==> config.mk <==
export PLATFORM = sky130hd
export DESIGN_NAME = kanagawa_reorder_slot_allocator
export DESIGN_NICKNAME = d
export VERILOG_FILES = /design/src/rtl/kanagawa_reorder_slot_allocator.sv
export SDC_FILE = /design/constraint.sdc
export NUM_CORES = 1
export LEC_CHECK = 0
export ABC_AREA = 1
export CAP_MARGIN = 0
export CELL_PAD_IN_SITES_DETAIL_PLACEMENT = 0
export CELL_PAD_IN_SITES_GLOBAL_PLACEMENT = 1
export CORE_MARGIN = 8
export CORE_UTILIZATION = 35
export DETAILED_ROUTE_END_ITERATION = 6
export DONT_BUFFER_PORTS = 1
export GPL_TIMING_DRIVEN = 0
export PLACE_DENSITY_LB_ADDON = 0.05
export SETUP_SLACK_MARGIN = 0.05
export SYNTH_ARGS = -nofsm -noshare
export SYNTH_HDL_FRONTEND = slang
export SYNTH_SLANG_ARGS = --single-unit
==> constraint.sdc <==
create_clock -name clock -period 2.6 [get_ports clock]
set_input_delay 0.52 -clock clock [delete_from_list [all_inputs] [get_ports clock]]
set_output_delay 0.52 -clock clock [all_outputs]
set_load 0.02 [all_outputs]
==> src/rtl/kanagawa_reorder_slot_allocator.sv <==
// Reorder-buffer slot ID allocator with in-order release and flush/drain FSM.
// Issued IDs carry a wrap bit above the slot index so the consumer can tell
// iterations apart. Presents a show-ahead FIFO read interface for IDs.
// Optional macro KANAGAWA_REORDER_ALLOC_CHECK_EN enables sticky overflow and
// underflow flags plus simulation errors; without it both flags are tied to 0.
// The release port is named release_req because "release" is a reserved word.
module kanagawa_reorder_slot_allocator #(
  parameter int unsigned LOG_DEPTH       = 5,
  parameter int unsigned SLOT_ID_WIDTH   = LOG_DEPTH + 1,
  parameter int unsigned MAX_OUTSTANDING = 2 ** LOG_DEPTH
) (
  input  logic                     clock,
  input  logic                     rst,
  input  logic                     alloc_rdreq,
  output logic                     alloc_empty,
  output logic [SLOT_ID_WIDTH-1:0] alloc_slot_id,
  input  logic                     release_req,
  output logic [LOG_DEPTH:0]       outstanding,
  input  logic                     flush_req,
  output logic                     flush_done,
  output logic                     overflow_out,
  output logic                     underflow_out
);

  localparam int unsigned OutW = LOG_DEPTH + 1;
  localparam logic [OutW-1:0] MaxOut = OutW'(MAX_OUTSTANDING);

  typedef enum logic [1:0] {StRun, StDrain, StDone} state_e;

  state_e                   state_q, state_d;
  logic [SLOT_ID_WIDTH-1:0] head_q, head_d;
  logic [SLOT_ID_WIDTH-1:0] tail_q, tail_d;
  logic [SLOT_ID_WIDTH-1:0] diff_d;
  logic [OutW-1:0]          outstanding_q, outstanding_d;
  logic                     alloc_empty_q, alloc_empty_d;
  logic                     flush_done_q;
  logic                     alloc_ok, rel_ok;

  assign alloc_ok = alloc_rdreq && !alloc_empty_q;
  assign rel_ok   = release_req && (outstanding_q != '0);

  // Next-state for counters and FSM; empty is derived from next-state values
  // so a release at the full boundary frees a slot without a bubble.
  always_comb begin
    head_d  = head_q;
    tail_d  = tail_q;
    state_d = state_q;
    if (alloc_ok) head_d = head_q + 1'b1;
    if (rel_ok)   tail_d = tail_q + 1'b1;
    diff_d        = head_d - tail_d;
    outstanding_d = OutW'(diff_d);
    unique case (state_q)
      StRun:   if (flush_req) state_d = StDrain;
      StDrain: if (outstanding_q == '0) state_d = StDone;
      StDone:  state_d = StRun;
      default: state_d = StRun;
    endcase
    alloc_empty_d = (state_d != StRun) || (outstanding_d == MaxOut);
  end

  // State registers with synchronous reset; flush_done is a registered pulse.
  always_ff @(posedge clock) begin
    if (rst) begin
      state_q       <= StRun;
      head_q        <= '0;
      tail_q        <= '0;
      outstanding_q <= '0;
      alloc_empty_q <= 1'b1;
      flush_done_q  <= 1'b0;
    end else begin
      state_q       <= state_d;
      head_q        <= head_d;
      tail_q        <= tail_d;
      outstanding_q <= outstanding_d;
      alloc_empty_q <= alloc_empty_d;
      flush_done_q  <= (state_d == StDone);
    end
  end

  assign alloc_slot_id = head_q;
  assign outstanding   = outstanding_q;
  assign alloc_empty   = alloc_empty_q;
  assign flush_done    = flush_done_q;

`ifdef KANAGAWA_REORDER_ALLOC_CHECK_EN
  logic overflow_q, underflow_q;

  // Sticky misuse flags, cleared only by reset.
  always_ff @(posedge clock) begin
    if (rst) begin
      overflow_q  <= 1'b0;
      underflow_q <= 1'b0;
    end else begin
      if (alloc_rdreq && alloc_empty_q) begin
        overflow_q <= 1'b1;
        $error("slot allocator: alloc_rdreq while alloc_empty");
      end
      if (release_req && (outstanding_q == '0)) begin
        underflow_q <= 1'b1;
        $error("slot allocator: release with nothing outstanding");
      end
    end
  end

  assign overflow_out  = overflow_q;
  assign underflow_out = underflow_q;
`else
  assign overflow_out  = 1'b0;
  assign underflow_out = 1'b0;
`endif

endmodule

# Word-level counts from Yosys, hierarchy flattened
# Index checks and enable logic that the tools add are counted.
# Widths: inputs -> output; s select.
# classes
addsub,3
n_eq_ne,3
muxes,5
n_reduce_logical,8
# ops
op,count
$add 6x1->6 const B,2
$mux 6,2
$eq 6x6->1 const B,1
$logic_not 6->1,1
$reduce_bool 6->1,1
$sub 6x6->6,1
$mux 2,2
$pmux 2 s2,1
$eq 2x1->1 const B,1
$eq 2x2->1 const B,1
$logic_and 1x1->1,2
$logic_not 2->1,1
$reduce_bool 2->1,1
$logic_not 1->1,1
$logic_or 1x1->1,1
# word_totals
reg_bits,22

# Longest topological paths before layout
# logic_depth
depth_word,6
depth_mapped,17

# Least setup slack after synthesis
# OpenSTA, ideal clock, no wires.
# synth_path
path_kind,reg2reg
startpoint,"register outstanding_q[5], in the netlist outstanding[5]"
endpoint,"register alloc_empty_q, in the netlist alloc_empty"
arrival_time_ns,2.291
required_ns,2.542
path_slack_ns,0.251
path_stages_with_launch,17
n_path_buf,0
synth_period_minus_slack_ns,2.349
path_cell_list,dfxtp_1 nor2_1 nand3_2 nand2_4 inv_2 or2_2 nand2_1 inv_1 ha_1 inv_1 fa_1 inv_1 nand2_1 nand3b_1 nor2_1 nand3_1 nand2_1
# synth_between
elab_chain_len,6
word_cells_on_any_way,10
# synth_rtl
element,line_no,rtl
"start, declared",34,"logic [OutW-1:0] outstanding_q, outstanding_d;"
"start signal, assigned",74,outstanding_q <= outstanding_d;
$reduce_bool 6->1,40,assign rel_ok = release_req && (outstanding_q != '0);
$logic_and 1x1->1,40,
$mux 6,49,if (rel_ok) tail_d = tail_q + 1'b1;
via tail_d[0],32,"logic [SLOT_ID_WIDTH-1:0] tail_q, tail_d;"
$sub 6x6->6,50,diff_d = head_d - tail_d;
via diff_d[1],33,logic [SLOT_ID_WIDTH-1:0] diff_d;
$eq 6x6->1,58,alloc_empty_d = (state_d != StRun) || (outstanding_d == MaxOut);
$logic_or 1x1->1,58,
"end signal, assigned",75,alloc_empty_q <= alloc_empty_d;
"end, declared",35,"logic alloc_empty_q, alloc_empty_d;"
# The timed path passes the listed nets, and every way through them passes these cells.
# A chain may end at the register's enable or synchronous reset.

# Final worst setup path
# layout_path
startpoint,"register outstanding_q[4], in the netlist outstanding[4]"
endpoint,"register alloc_empty_q, in the netlist alloc_empty"
# Same word-level chain as after synthesis.

==> flow_metrics.py <==
metrics = {
    "route": {
        "first_iter_violations": 31,
        "final_antenna_net_count": 0,
        "drc_errors": 0,
        "wl_um": 2710,
        "viasPerCell": 4.58,
        "wire_per_inst_um": 12.0,
        "vias": 1030,
        "first_pass_iters": 4,
    },
    "placed_design": {
        "placed_area_mm2": 0.00130,
        "dp.cells": 218,
        "hpwlAfterDp_um": 2140,
        "gp_congestion": 0.779,
        "numPortBuffers": 0,
    },
    "clock_network": {
        "path_clk_slew_ns": 0.13,
        "ctsHtreeMaxLevel": 1,
        "clkLatencyLatePin_ns": 0.32,
        "cts_buffer_depth": 2,
        "cts_sinks": 22,
        "cts_tree": "done",
        "cts_hold_buf": 0,
        "root_buffer": "clkbuf_4",
        "numCtsBuffers": 3,
    },
    "global_route": {
        "grt_pass1_vias": 979,
        "grt-ovfl-total": 0,
        "grt_max_degree": 14,
        "grt_util_all_layers_pct": 10.7,
        "antenna_found_initial": 0,
        "grt_pass1_wl_um": 4530,
    },
    "layout": {
        "drive_above_1_share_pct": 21.8,
        "finalInstanceArea_mm2": 0.00143,
        "fin_nets": 192,
        "finalNonFillerCells": 225,
        "diodes": 0,
        "area_growth_pct": 14.8,
    },
    "timing": {
        "fin_crit_sh_pct": 94.0,
        "setup_viol": 0,
        "whs_ns": 0.254,
        "worst_pin_slew_ns": 0.532,
        "finalCriticalPeriod_ns": 2.44,
        "fmax_mhz": 409,
        "rsz0062_at_grt": "false",
        "slew_violations": 0,
        "relSlewSlack_pct": 64.5,
        "hold_viol": 0,
        "fin_skew_ns": 0.00316,
    },
    "die": {
        "dieHeight_um": 75.6,
        "rows": 21,
        "die_w_um": 75.6,
        "initial_core_util_pct": 36.9,
        "coreArea_mm2": 0.00336,
        "die-area_mm2": 0.00571,
        "ios": 21,
    },
    "hold_path": {
        "hp-class": "input pin to register",
    },
    "yosys": {
        "yosysWarnings": 0,
        "yosys.area.top_type": "dfxtp_1",
        "synth_seq_cells": 22,
        "synth_most_common_cell": "nand2_1",
        "synth_seq_area_share_pct": 35.4,
        "synth_area_mm2": 0.00124,
        "synth_edf_count": 0,
        "netlist.area_leader.share_pct": 35.4,
        "async_reset_ff_share_pct": 0,
        "synth_cell_types": 25,
        "synth_common_cells": "nand2_1 (33), nor2_1 (24), dfxtp_1 (22), inv_1 (22), nand3_1 (12)",
        "ys.flop_type": "dfxtp_1",
        "netlist_top_cells_area": "dfxtp_1 (35%), nand2_1 (10%), nor2_1 (7.3%), inv_1 (6.6%), ha_1 (6.0%)",
        "synth_area_per_cell_um2": 7.27,
        "netlist_instances": 171,
    },
    "status": {
        "status": "complete, no violations",
    },
    "worst_setup_path": {
        "endpoint_kind": "register",
        "cp_max_fo": 4,
        "path_class": "register to register",
        "critPathArrivalTime_ns": 2.72,
        "critPathRequiredTime_ns": 2.88,
        "ff2ff_setup_slack_ns": 0.16,
        "cp-start-kind": "register",
    },
    "power_and_ir_drop": {
        "ir_drop_uv": 323,
        "power.total_mw": 1.07,
        "powerDensity_mw_per_mm2": 749,
        "power.leakage_nw": 0.678,
    },
    "run": {
        "drv_cap": 0,
    },
}
## through the flow
stage,setup slack [ns],utilization [%],setup TNS [ns]
after global routing,0.0473,42.4,0
after floorplan,0.251,-,0
after global placement,-0.0461,38.8,-0.0461
after CTS,0.0530,41.1,0
after detailed placement,-0.0643,38.8,-0.0643
final,0.156,42.4,0
## state kept, by name, indices dropped and copies added (netlist names)
name,flops
alloc_empty,1
alloc_slot_id,6
flush_done,1
outstanding,6
state_q,2
tail_q,6
## worst max-delay path, cell delays in order, from the launching register on
cell,delay [ns]
dfxtp_4,0.40
nor2_4,0.14
nand3_4,0.11
nand2_4,0.09
inv_2,0.05
or2_2,0.26
nand2_1,0.08
inv_1,0.06
ha_2,0.17
inv_2,0.06
fa_1,0.41
inv_1,0.09
nand2_1,0.04
nand3b_1,0.15
nor2_1,0.12
nand3_1,0.10
nand2_1,0.06
## cells in the final DEF, fill, tap and decap left out, types with 6 or more instances in the layout
| master | n |
|---|---|
| nand3_2 | 6 |
| nand2_1 | 33 |
| inv_1 | 21 |
| nand2_2 | 6 |
| nand3_1 | 12 |
| dfxtp_1 | 16 |
| nor2_1 | 22 |
## area by class of cell
type	count	area, um^2
Timing Repair Buffer	3	22.5
Multi-Input combinational cell	121	719
Clock buffer	3	22.5
Inverter	25	93.8
Fill cell	382	1940
Buffer	4	22.5
Tap cell	46	57.6
Sequential cell	22	458
Clock inverter	1	30.0
## metal layers
metal | up-vias | global-route usage, % | wire, um
met4 | 0 | 5.12 | 47
met5 | - | 0 | 0
met1 | 456 | 13.7 | 1250
met2 | 20 | 16.0 | 1230
met3 | 5 | 2.89 | 185
li1 | 549 | - | -
## where the power goes
part	switching [mW]	total, mW	internal, mW	leakage [nW]
clock network	0.114	0.270	0.156	0.0279
registers	0.0821	0.473	0.391	0.183
logic	0.190	0.325	0.135	0.466
## timing repair
item / in CTS / in global routing
setup buffers: 1 / 2
gates resized for setup: 10 / 9
setup endpoints to repair: 1 / 2
pin swaps: 2 / 4
## cell families after synthesis
group	synth area share, %
and+or+nand+nor	40.2
buffers and inverters	9.37
DFF	35.4
AOI/OAI and AO/OA	2.82
adders and majority gates	7.65
xor gates and xnor gates	4.23
other	0.302
## worst paths after layout
path / depth (start not counted) / to / startpoint
setup / recovery: 16 / alloc_empty / outstanding[4]
hold / removal: 1 / flush_done / rst
setup reg to reg: 16 / alloc_empty / outstanding[4]
hold reg to reg: 1 / flush_done / state_q[1]
No activity file was read; power rests on OpenSTA's default activity.
